$ cat config.mk
export PLATFORM = sky130hd
export DESIGN_NAME = alu_acc_seq
export DESIGN_NICKNAME = d
export VERILOG_FILES = /design/src/rtl/alu_pkg.sv /design/src/rtl/alu_acc_seq.sv
export SDC_FILE = /design/constraint.sdc
export NUM_CORES = 1
export LEC_CHECK = 0
export ABC_AREA = 1
export CAP_MARGIN = 10
export CORE_UTILIZATION = 47
export CTS_BUF_LIST = sky130_fd_sc_hd__clkbuf_4 sky130_fd_sc_hd__clkbuf_8
export DETAILED_ROUTE_END_ITERATION = 10
export PLACE_DENSITY_LB_ADDON = 0.1
export SETUP_SLACK_MARGIN = 0.05
export SYNTH_ARGS = -nofsm -noshare
export SYNTH_HDL_FRONTEND = slang
export SYNTH_SLANG_ARGS = --single-unit
export TNS_END_PERCENT = 1
$ cat constraint.sdc
create_clock -name clk -period 1.6 [get_ports clk]
set_input_delay 0.24 -clock clk [delete_from_list [all_inputs] [get_ports clk]]
set_output_delay 0.24 -clock clk [all_outputs]
set_load 0.01 [all_outputs]
$ cat src/rtl/alu_pkg.sv
// Shared definitions for the 4-bit ALU and its accumulator sequencer.
//   WIDTH_DEF   : default datapath width
//   cmd_kind_t  : sequencer command kinds (LOAD, EXEC, CMP, CLR)
//   alu_op_t    : ALU op codes 0-7
//   state_t     : sequencer FSM states
package alu_pkg;

  localparam int WIDTH_DEF = 4;

  typedef enum logic [1:0] {
    CMD_LOAD = 2'd0,
    CMD_EXEC = 2'd1,
    CMD_CMP  = 2'd2,
    CMD_CLR  = 2'd3
  } cmd_kind_t;

  typedef enum logic [2:0] {
    OP_ADD   = 3'd0,
    OP_SUB   = 3'd1,
    OP_AND   = 3'd2,
    OP_PASSX = 3'd3,
    OP_OR    = 3'd4,
    OP_XOR   = 3'd5,
    OP_NOTX  = 3'd6,
    OP_PASSY = 3'd7
  } alu_op_t;

  typedef enum logic [1:0] {
    ST_IDLE  = 2'd0,
    ST_DRIVE = 2'd1,
    ST_CAPT  = 2'd2,
    ST_RESP  = 2'd3
  } state_t;

  // Kinds that go through the ALU; the others complete at acceptance.
  function automatic logic is_alu_kind(input cmd_kind_t k);
    return (k == CMD_EXEC) || (k == CMD_CMP);
  endfunction

endpackage

$ cat src/rtl/alu_acc_seq.sv
// Accumulator sequencer in front of the combinational alu.
// One command at a time (valid/ready); the accumulator drives alu_x and the
// command operand drives alu_y. ALU results/flags are captured two cycles
// after acceptance and presented downstream over a valid/ready handshake.
//   cmd_valid/cmd_ready        : command handshake (ready only in IDLE)
//   cmd_kind/cmd_op/cmd_data   : command kind, ALU op, operand
//   alu_op/alu_x/alu_y         : registered ALU inputs
//   alu_s/alu_c/alu_zero/alu_ovf : ALU outputs
//   res_valid/res_ready        : result handshake
//   res_data/res_c/res_z/res_v : result value and flags
//   acc                        : accumulator
//   ovf_sticky                 : OR of captured overflows since CLR/reset
module alu_acc_seq
  import alu_pkg::*;
#(
  parameter int WIDTH = WIDTH_DEF
) (
  input  logic             clk,
  input  logic             rst_n,
  input  logic             cmd_valid,
  output logic             cmd_ready,
  input  logic [1:0]       cmd_kind,
  input  logic [2:0]       cmd_op,
  input  logic [WIDTH-1:0] cmd_data,
  output logic [2:0]       alu_op,
  output logic [WIDTH-1:0] alu_x,
  output logic [WIDTH-1:0] alu_y,
  input  logic [WIDTH-1:0] alu_s,
  input  logic             alu_c,
  input  logic             alu_zero,
  input  logic             alu_ovf,
  output logic             res_valid,
  input  logic             res_ready,
  output logic [WIDTH-1:0] res_data,
  output logic             res_c,
  output logic             res_z,
  output logic             res_v,
  output logic [WIDTH-1:0] acc,
  output logic             ovf_sticky
);

  state_t    state, state_nxt;
  cmd_kind_t kind_q;
  cmd_kind_t kind_in;
  logic      accept;

  assign kind_in   = cmd_kind_t'(cmd_kind);
  assign cmd_ready = (state == ST_IDLE);
  assign res_valid = (state == ST_RESP);
  assign accept    = cmd_valid && cmd_ready;

  // FSM state register
  always_ff @(posedge clk or negedge rst_n) begin
    if (!rst_n) state <= ST_IDLE;
    else        state <= state_nxt;
  end

  // FSM next state
  always_comb begin
    state_nxt = state;
    unique case (state)
      ST_IDLE:  if (cmd_valid) state_nxt = is_alu_kind(kind_in) ? ST_DRIVE : ST_RESP;
      ST_DRIVE: state_nxt = ST_CAPT;
      ST_CAPT:  state_nxt = ST_RESP;
      ST_RESP:  if (res_ready) state_nxt = ST_IDLE;
      default:  state_nxt = ST_IDLE;
    endcase
  end

  // Datapath. ALU inputs are loaded for every accepted command and then held,
  // so the combinational ALU settles during DRIVE and is sampled in CAPT.
  // res_* only change at acceptance or CAPT, hence stable through RESP.
  always_ff @(posedge clk or negedge rst_n) begin
    if (!rst_n) begin
      kind_q     <= CMD_LOAD;
      alu_op     <= '0;
      alu_x      <= '0;
      alu_y      <= '0;
      acc        <= '0;
      res_data   <= '0;
      res_c      <= 1'b0;
      res_z      <= 1'b0;
      res_v      <= 1'b0;
      ovf_sticky <= 1'b0;
    end else if (accept) begin
      kind_q <= kind_in;
      alu_op <= cmd_op;
      alu_x  <= acc;
      alu_y  <= cmd_data;
      case (kind_in)
        CMD_LOAD: begin
          acc      <= cmd_data;
          res_data <= cmd_data;
          res_c    <= 1'b0;
          res_v    <= 1'b0;
          res_z    <= (cmd_data == '0);
        end
        CMD_CLR: begin
          acc        <= '0;
          res_data   <= '0;
          res_c      <= 1'b0;
          res_v      <= 1'b0;
          res_z      <= 1'b1;
          ovf_sticky <= 1'b0;
        end
        default: ;
      endcase
    end else if (state == ST_CAPT) begin
      res_data <= alu_s;
      res_c    <= alu_c;
      res_z    <= alu_zero;
      res_v    <= alu_ovf;
      if (alu_ovf)             ovf_sticky <= 1'b1;
      if (kind_q == CMD_EXEC)  acc        <= alu_s;
    end
  end

endmodule

## Yosys cells after proc, flatten, opt, wreduce, memory -nomap -nowiden

Cells that the tools add are included.

- Equal/unequal tests: 12
- Muxes and demuxes: 22
- Reduce and logical (&&, ||, !) cells: 14

Operators by type and width:

| cell | count |
|---|---|
| 2-to-1 mux 4 bit | 5 |
| 2-to-1 mux 1 bit | 11 |
| == test 2 bit (second input constant) | 4 |
| one-hot mux 2 bit (4 select lines) | 1 |
| one-hot mux 4 bit (2 select lines) | 1 |
| == test 2 x 1 -> 1 bit (second input constant) | 3 |
| 2-to-1 mux 2 bit | 3 |
| AND reduction 2 bit | 3 |
| AND reduction 3 bit | 2 |
| nonzero test 2 bit | 3 |
| zero test 2 bit | 2 |
| zero test 4 bit | 1 |
| inequality test 2 x 1 -> 1 bit (second input constant) | 2 |
| inequality test 2 bit (second input constant) | 2 |
| inequality test 3 x 1 -> 1 bit (second input constant) | 1 |
| one-hot mux 1 bit (2 select lines) | 1 |
| OR reduction 2 bit | 1 |
| logical AND 1 bit | 1 |
| logical OR 1 bit | 1 |

- Register bits: 27
- Bits of input ports: 20
- Word-level logic and storage cells: 59

## Depth between registers and ports, before layout

Gate-level depths: netlist (run 1).

- Depth after elaboration: 5
- Depth in mapped cells: 9

## Least setup slack after synthesis (run 1)

OpenSTA, ideal clock, no wires.

- Path type: register to register
- Start: register state[0]
- End: register acc[0]
- Arrival time: 1260 ps
- Data required time: 1482 ps
- Slack: 222 ps
- Cell stages (with the launch flop): 9
- Buffers on the path: 1
- Period minus slack after synthesis: 1378 ps
- Cell sequence: dfrtp_1 inv_1 ha_1 nand2_2 buf_6 o21ai_4 nand3_2 nand2_1 nand2_1

- Word-level cells in the longest chain between the ends: 4
- Elaborated cells on any way between the ends: 8
- Classes of those cells: eq/ne: 2; mux: 1; reduce/logical: 5

Ends and longest elaborated chain:

| what | RTL line | RTL |
|---|---|---|
| start, declared | alu_acc_seq.sv:42 | `state_t state, state_nxt;` |
| start signal, assigned | alu_acc_seq.sv:55 | `else state <= state_nxt;` |
| zero test 2 bit (*) | alu_acc_seq.sv:48 | `assign cmd_ready = (state == ST_IDLE);` |
| via cmd_ready | alu_acc_seq.sv:21 | `output logic cmd_ready,` |
| logical AND 1 bit (*) | alu_acc_seq.sv:50 | `assign accept = cmd_valid && cmd_ready;` |
| inequality test 3 x 1 -> 1 bit (no source line) or nonzero test 2 bit (tied branches) | -- |  |
| AND reduction 3 bit (no source line) | -- |  |
| end signal, assigned | alu_acc_seq.sv:92 | `acc <= cmd_data;` |
| end signal, assigned | alu_acc_seq.sv:114 | `if (kind_q == CMD_EXEC) acc <= alu_s;` |
| end, declared | alu_acc_seq.sv:38 | `output logic [WIDTH-1:0] acc,` |

Mark *: on every way through the listed nets, which the timed path passes. The rest lies on a longest branch.
A chain may end at the register's enable or synchronous reset.

## Final worst setup path (run 1)

- Start: register acc[1]
- End: output acc[1]

No word-level cell between the ends.

==> impl_metrics.toml, run 1 <==
[run_status]
status = "completed"

[timing]
maxSlewViolCount = 0
period_needed_ns = 1.52
final.setup_skew_ns = 0.0196
finalCritPeriodShare_pct = 95.1
tightest_slew_ns = 0.350
worst_hold_slack_ns = 0.260
relSlewSlack_pct = 76.7
setup_violations = 0
rsz0062_at_grt = "yes"
clock.fmax_mhz = 657
hold_viol_final = 0
worst_slack_ns = 0.0779
finalSetupTns_ns = 0

[floorplan]
num_rows = 18
core_area_mm2 = 0.00257
die_w_um = 55.1
die_area_mm2 = 0.00304
ios = 45
fp.dieH_um = 55.1
initial_core_util_pct = 51.7

[clock_tree]
clock-sinks = 27
cts_tree = "yes"
cts-htree-levels = 1
clk_pin_slew_worst_paths_ns = 0.16
clkLatencyLatePin_ns = 0.33
cts.path.max_buffers = 2
numCtsBuffers = 3
clock-root-buffer = "clkbuf_4"

[route]
num_vias = 1192
initialDrtViolationCount = 18
wl_um = 2900
wire_per_inst_um = 12.0
ant_nets = 0
route.detailed.drc = 0
first_pass_iters = 4
viasPerCell = 4.93

[finish]
final_common_cell = "nand2_1"
regArea_um2 = 676
layout-drive-gt1-share_pct = 11.3
syn_to_final_growth_pct = 42.3
nets = 239
nFillCells = 209
final_cell_area_mm2 = 0.00189
n_antenna_cell = 0
final_cell_mix = "nand2_1 (76), clkdlybuf4s50_1 (41), dfrtp_1 (27)"
multi_input_comb_area_um2 = 582

[critical_path]
reg2reg_depth = 9
critical_path.max_stage_delay_ns = 0.54
cp_max_fo = 3
crit_path_end_kind = "output port"
crit_path_start_kind = "flip-flop"
rr_endpoint = "acc[2]$_DFFE_PN0P_"
cp_data_required_time_ns = 1.36
crit_slowest_cell = "clkdlybuf4s50_1"
reg2reg_slack_ns = 0.11
cp_top_family = "buffers and inverters"
timing.critical_path.buf_inv = 1
arrival_ns = 1.28
worstPathCellList = "clkdlybuf4s50_1"
worstReg2RegStart = "state[1]$_DFFE_PN0P_"
setup.worst_path.class = "flip-flop to output port"

[yosys]
postSynthCellCount = 160
synth_fp_nets = 186
synth_ff_type = "dfrtp_1"
syn-cell-area_mm2 = 0.00133
synth-simple-area-share_pct = 30.6
synthArstFlopShare_pct = 100
ys_types = 19
synth_xor_xnor_area_share_pct = 0
synth.area.mux_share_pct = 0
synth_top_family_by_area = "simple AND/OR/NAND/NOR gates"
synth.avg_cell_area_um2 = 8.30
synth_compound_area_share_pct = 5.47
ys_ff_latch = 27
synth-edff-count = 0
yosysWarningCount = 0
yosys.area_share.adder_pct = 5.66
seq_area_frac_synth_pct = 50.9

[global_routing]
grt_pass1_vias = 1066
grt_max_degree = 28
antenna_found_initial = 0
grt_pass1_wl_um = 4360
grt-ovfl-total = 0
grt_usage_pct = 20.3

[pwr]
intPower_mw = 2.05
swShare_pct = 39.7
ir_worst_vdd_uv = 1180
powerDensity_mw_per_mm2 = 1800
clkPwrFrac_pct = 8.9
power_mw = 3.40
pwr-share-seq_pct = 35.1
switching_power_mw = 1.35
comb_power_share_pct = 56.0
p_leak_nw = 0.978

[min_path]
min_path_type = "primary input to async pin"

[place]
post_dp_cell_area_mm2 = 0.00181
dp_hpwl_um = 2200
place.gp.congestion = 0.790
pre_cts_slack_ns = 0.0161
numPortBuffers = 44

[flow_run]
cap_violations = 0
registers in the layout, summed over array words and instances (netlist names):
signal and flops:
alu_y 4, alu_op 3, state 2, res_v 1
res_c 1, acc 4, res_data 4, kind_q 2
alu_x 4, ovf_sticky 1, res_z 1
metal layers:
metal / GRT usage (%) / part of all wire [%]
met5: 0 / 0
met4: 5.00 / 0.48
met3: 3.55 / 5.4
met2: 37.6 / 51
met1: 24.0 / 43
stage by stage:
stage	instances	utilization, %
floorplan	160	-
global placement	236	70.6
detailed placement	236	70.6
CTS	242	72.4
global route	242	73.6
finish	242	73.6
cell usage after synthesis, types with 2 or more instances:
library cell | n | area, um^2
nand2_1 | 76 | 285
dfrtp_1 | 27 | 676
inv_1 | 14 | 52.6
nor2_1 | 7 | 26.3
o21ai_1 | 7 | 35.0
ha_1 | 6 | 75.1
nand4_1 | 4 | 25.0
o21ai_0 | 3 | 15.0
buf_4 | 2 | 15.0
buf_6 | 2 | 22.5
inv_2 | 2 | 7.51
nand2_2 | 2 | 12.5
nand3_1 | 2 | 10.0
worst max-delay path by stage:
stage	startpoint	endpoint	slack [ns]	cells past startpoint
floorplan	state[0]$_DFFE_PN0P_	acc[0]$_DFFE_PN0P_	0.22	8
global placement	cmd_kind[0]	res_data[2]$_DFFE_PN0P_	0.08	8
detailed placement	cmd_kind[0]	res_data[0]$_DFFE_PN0P_	0.02	8
CTS	state[1]$_DFFE_PN0P_	acc[0]$_DFFE_PN0P_	0.03	9
global route	acc[1]$_DFFE_PN0P_	acc[1]	0.03	1
finish	acc[1]$_DFFE_PN0P_	acc[1]	0.08	1
logic make-up (layout without fill, tap and decap cells):
group           count (synthesis)  after routing
compound gates                 12             12
fa+ha+maj                       6              6
buf+inv                        20             72
simple gates                   95             95
flops                          27             27
power by group through the flow:
stage	registers, mW	clock network [mW]	logic (mW)
4_1_cts	1.20	0.309	1.87
6_report	1.20	0.303	1.91
5_1_grt	1.23	0.336	2.11
3_5_place_dp	1.22	0	1.83
2_1_floorplan	1.32	0	0.885
3_3_place_gp	1.20	0	1.76
cell type report:
cell class                      count  share of cell area [%]
Inverter                           16                    3.18
Clock inverter                      1                   0.397
Tap cell                           30                    1.99
Sequential cell                    27                    35.8
Multi-Input combinational cell    113                    30.8
Clock buffer                        3                    1.19
Timing Repair Buffer               52                    26.7
what timing repair did:
item / in CTS / in global routing
hold buffers: 0 / 0
pin swaps: 0 / 1
buffers inserted: 2 / 0
setup endpoints to repair: 2 / 20
gates resized for setup: 7 / 7
Note: power is estimated with default switching activity, not from simulation.
==> run 2: changes to the inputs <==
Settings changed: ABC_AREA 1 to not set, CAP_MARGIN 10 to 5.
==> impl_metrics.toml, run 2 <==
[pwr]
p_leak_nw = 0.998
switching_power_mw = 1.22
swShare_pct = 34.1
comb_power_share_pct = 57.7
power_mw = 3.58
clkPwrFrac_pct = 8.6
ir_worst_vdd_uv = 1180
pwr-share-seq_pct = 33.8
powerDensity_mw_per_mm2 = 1770
intPower_mw = 2.36

[route]
route.detailed.drc = 0
first_pass_iters = 4
ant_nets = 0
initialDrtViolationCount = 16
wire_per_inst_um = 14.6
wl_um = 2960
num_vias = 1079
viasPerCell = 5.34

[critical_path]
rr_endpoint = "res_z$_DFFE_PN0P_"
crit_path_start_kind = "flip-flop"
setup.worst_path.class = "flip-flop to flip-flop"
cp_max_fo = 7
worstReg2RegStart = "state[0]$_DFFE_PN0P_"
reg2reg_slack_ns = -0.02
arrival_ns = 1.85
reg2reg_depth = 6
crit_path_end_kind = "flip-flop"
cp_data_required_time_ns = 1.83

[yosys]
seq_area_frac_synth_pct = 50.3
synth_fp_nets = 133
yosysWarningCount = 0
synth_ff_type = "dfrtp_1"
synth-edff-count = 0
synthArstFlopShare_pct = 100
ys_types = 33
ys_top_cells_by_count = "dfrtp_1 (27), mux2_2 (13), inv_1 (10)"
yosysTopAreaCell = "dfrtp_1"
synthMostInstantiatedCell = "dfrtp_1"
synth.avg_cell_area_um2 = 12.5
syn-cell-area_mm2 = 0.00134
postSynthCellCount = 107
synthTopCellsByArea = "dfrtp_1 (50%), mux2_2 (11%), ha_1 (5.6%)"
ys_ff_latch = 27
synth_top_cell_area_share_pct = 50.3

[floorplan]
die_w_um = 55.4
num_rows = 19
ios = 45
core_area_mm2 = 0.00273
initial_core_util_pct = 49.1
die_area_mm2 = 0.00307
fp.dieH_um = 55.4

[timing]
relSlewSlack_pct = 73.4
final.setup_skew_ns = 0.00643
setup_violations = 2
worst_slack_ns = -0.0217
hold_viol_final = 0
finalCritPeriodShare_pct = 101
period_needed_ns = 1.62
clock.fmax_mhz = 617
tightest_slew_ns = 0.398
maxSlewViolCount = 0
rsz0062_at_grt = "yes"

[finish]
fin_cells = 202
final_cell_mix = "clkdlybuf4s50_1 (34), dfrtp_1 (27), buf_4 (18)"
layout-drive-gt1-share_pct = 30.4
syn_to_final_growth_pct = 50.3
nFillCells = 196
final_common_cell = "clkdlybuf4s50_1"
n_antenna_cell = 0
post-route-util_pct = 73.8
nets = 198

[run_status]
status = "finished, violations left"
violations = "setup timing"

[global_routing]
antenna_found_initial = 0
grt_max_degree = 28
grt_pass1_wl_um = 4950
grt_pass1_vias = 1107
grt-ovfl-total = 0
grt_usage_pct = 20.1

[place]
dp_hpwl_um = 2210
numPortBuffers = 44
dp_cells = 194
pre_cts_slack_ns = -0.308
place.gp.congestion = 0.798

[clock_tree]
numCtsBuffers = 3
cts.path.max_buffers = 2
clock-sinks = 27
clkLatencyLatePin_ns = 0.33
clk_pin_slew_worst_paths_ns = 0.16
cts-htree-levels = 1
clock-root-buffer = "clkbuf_4"
cts_tree = "yes"

[min_path]
min_path_type = "primary input to async pin"

[flow_run]
cap_violations = 0
[run 2: layer usage]
| layer | vias up | track usage, % | wire length, um |
|---|---|---|---|
| li1 | 511 | - | - |
| met1 | 532 | 24.5 | 1280 |
| met2 | 30 | 34.1 | 1520 |
| met3 | 6 | 3.51 | 115 |
| met4 | 0 | 10.0 | 48 |
| met5 | - | 0 | 0 |
[run 2: worst max path at each step]
stage / startpoint / endpoint / cells past startpoint / slack [ns]
after floorplan: state[1]$_DFFE_PN0P_ / res_data[0]$_DFFE_PN0P_ / 6 / 0.02
after global placement: cmd_kind[0] / res_data[2]$_DFFE_PN0P_ / 6 / -0.27
after detailed placement: cmd_kind[0] / res_data[1]$_DFFE_PN0P_ / 6 / -0.31
after CTS: state[0]$_DFFE_PN0P_ / res_z$_DFFE_PN0P_ / 6 / -0.0009
after global routing: state[1]$_DFFE_PN0P_ / res_data[2]$_DFFE_PN0P_ / 5 / -0.08
final: state[0]$_DFFE_PN0P_ / res_z$_DFFE_PN0P_ / 6 / -0.02
[run 2: logic make-up (layout without fill, tap and decap cells)]
group                    after synthesis  after routing  synth area share (%)
multiplexers                          19             19                  16.5
adder cells (fa/ha/maj)                6              6                  5.59
AND/OR/NAND/NOR                       21             21                  9.41
AO/OA/AOI/OAI                         20             20                  13.0
flip-flops                            27             27                  50.3
buffers and inverters                 14             78                  5.22
[run 2: what timing repair did]
action,4_1_cts,5_1_grt
hold buffers,0,0
setup endpoints to repair,6,23
pin swaps,1,4
resized for setup,8,14
setup buffers,2,2
[run 2: power groups by stage]
stage	clock network, mW	logic, mW	registers (mW)
6_report	0.306	2.06	1.21
5_1_grt	0.345	2.21	1.25
3_3_place_gp	0	1.92	1.21
2_1_floorplan	0	0.887	1.34
4_1_cts	0.319	2.00	1.21
3_5_place_dp	0	1.98	1.22
[run 2: layout make-up]
type | count | area, um^2 | area share (%)
sequential | 27 | 676 | 33.5
inverter | 10 | 37.5 | 1.86
clock inverter | 1 | 7.51 | 0.372
tap | 31 | 38.8 | 1.92
timing repair buffer | 64 | 608 | 30.1
clock buffer | 3 | 22.5 | 1.12
multi-input combinational | 66 | 628 | 31.1
[run 2: critical path, stage by stage, from the launching register on]
cell      delay (ns)
dfrtp_1         0.42
inv_2           0.09
ha_4            0.18
a21o_2          0.17
o31ai_4         0.11
buf_4           0.16
a2111o_1        0.39
[run 2: stage by stage]
step / instance area, um^2 / hold WS (ns) / TNS (ns)
2_1_floorplan: 1360 / -0.0556 / 0
3_3_place_gp: 1920 / 0.464 / -2.85
3_5_place_dp: 1920 / 0.475 / -3.42
4_1_cts: 1960 / 0.271 / -0.000950
5_1_grt: 2020 / 0.298 / -0.348
6_report: 2020 / 0.267 / -0.0253
==> run 3: changes to the inputs <==
Settings changed: ABC_AREA set to 1.
==> results of run 3 <==
The final DEF is identical to that of run 1; final timing and power are the same.
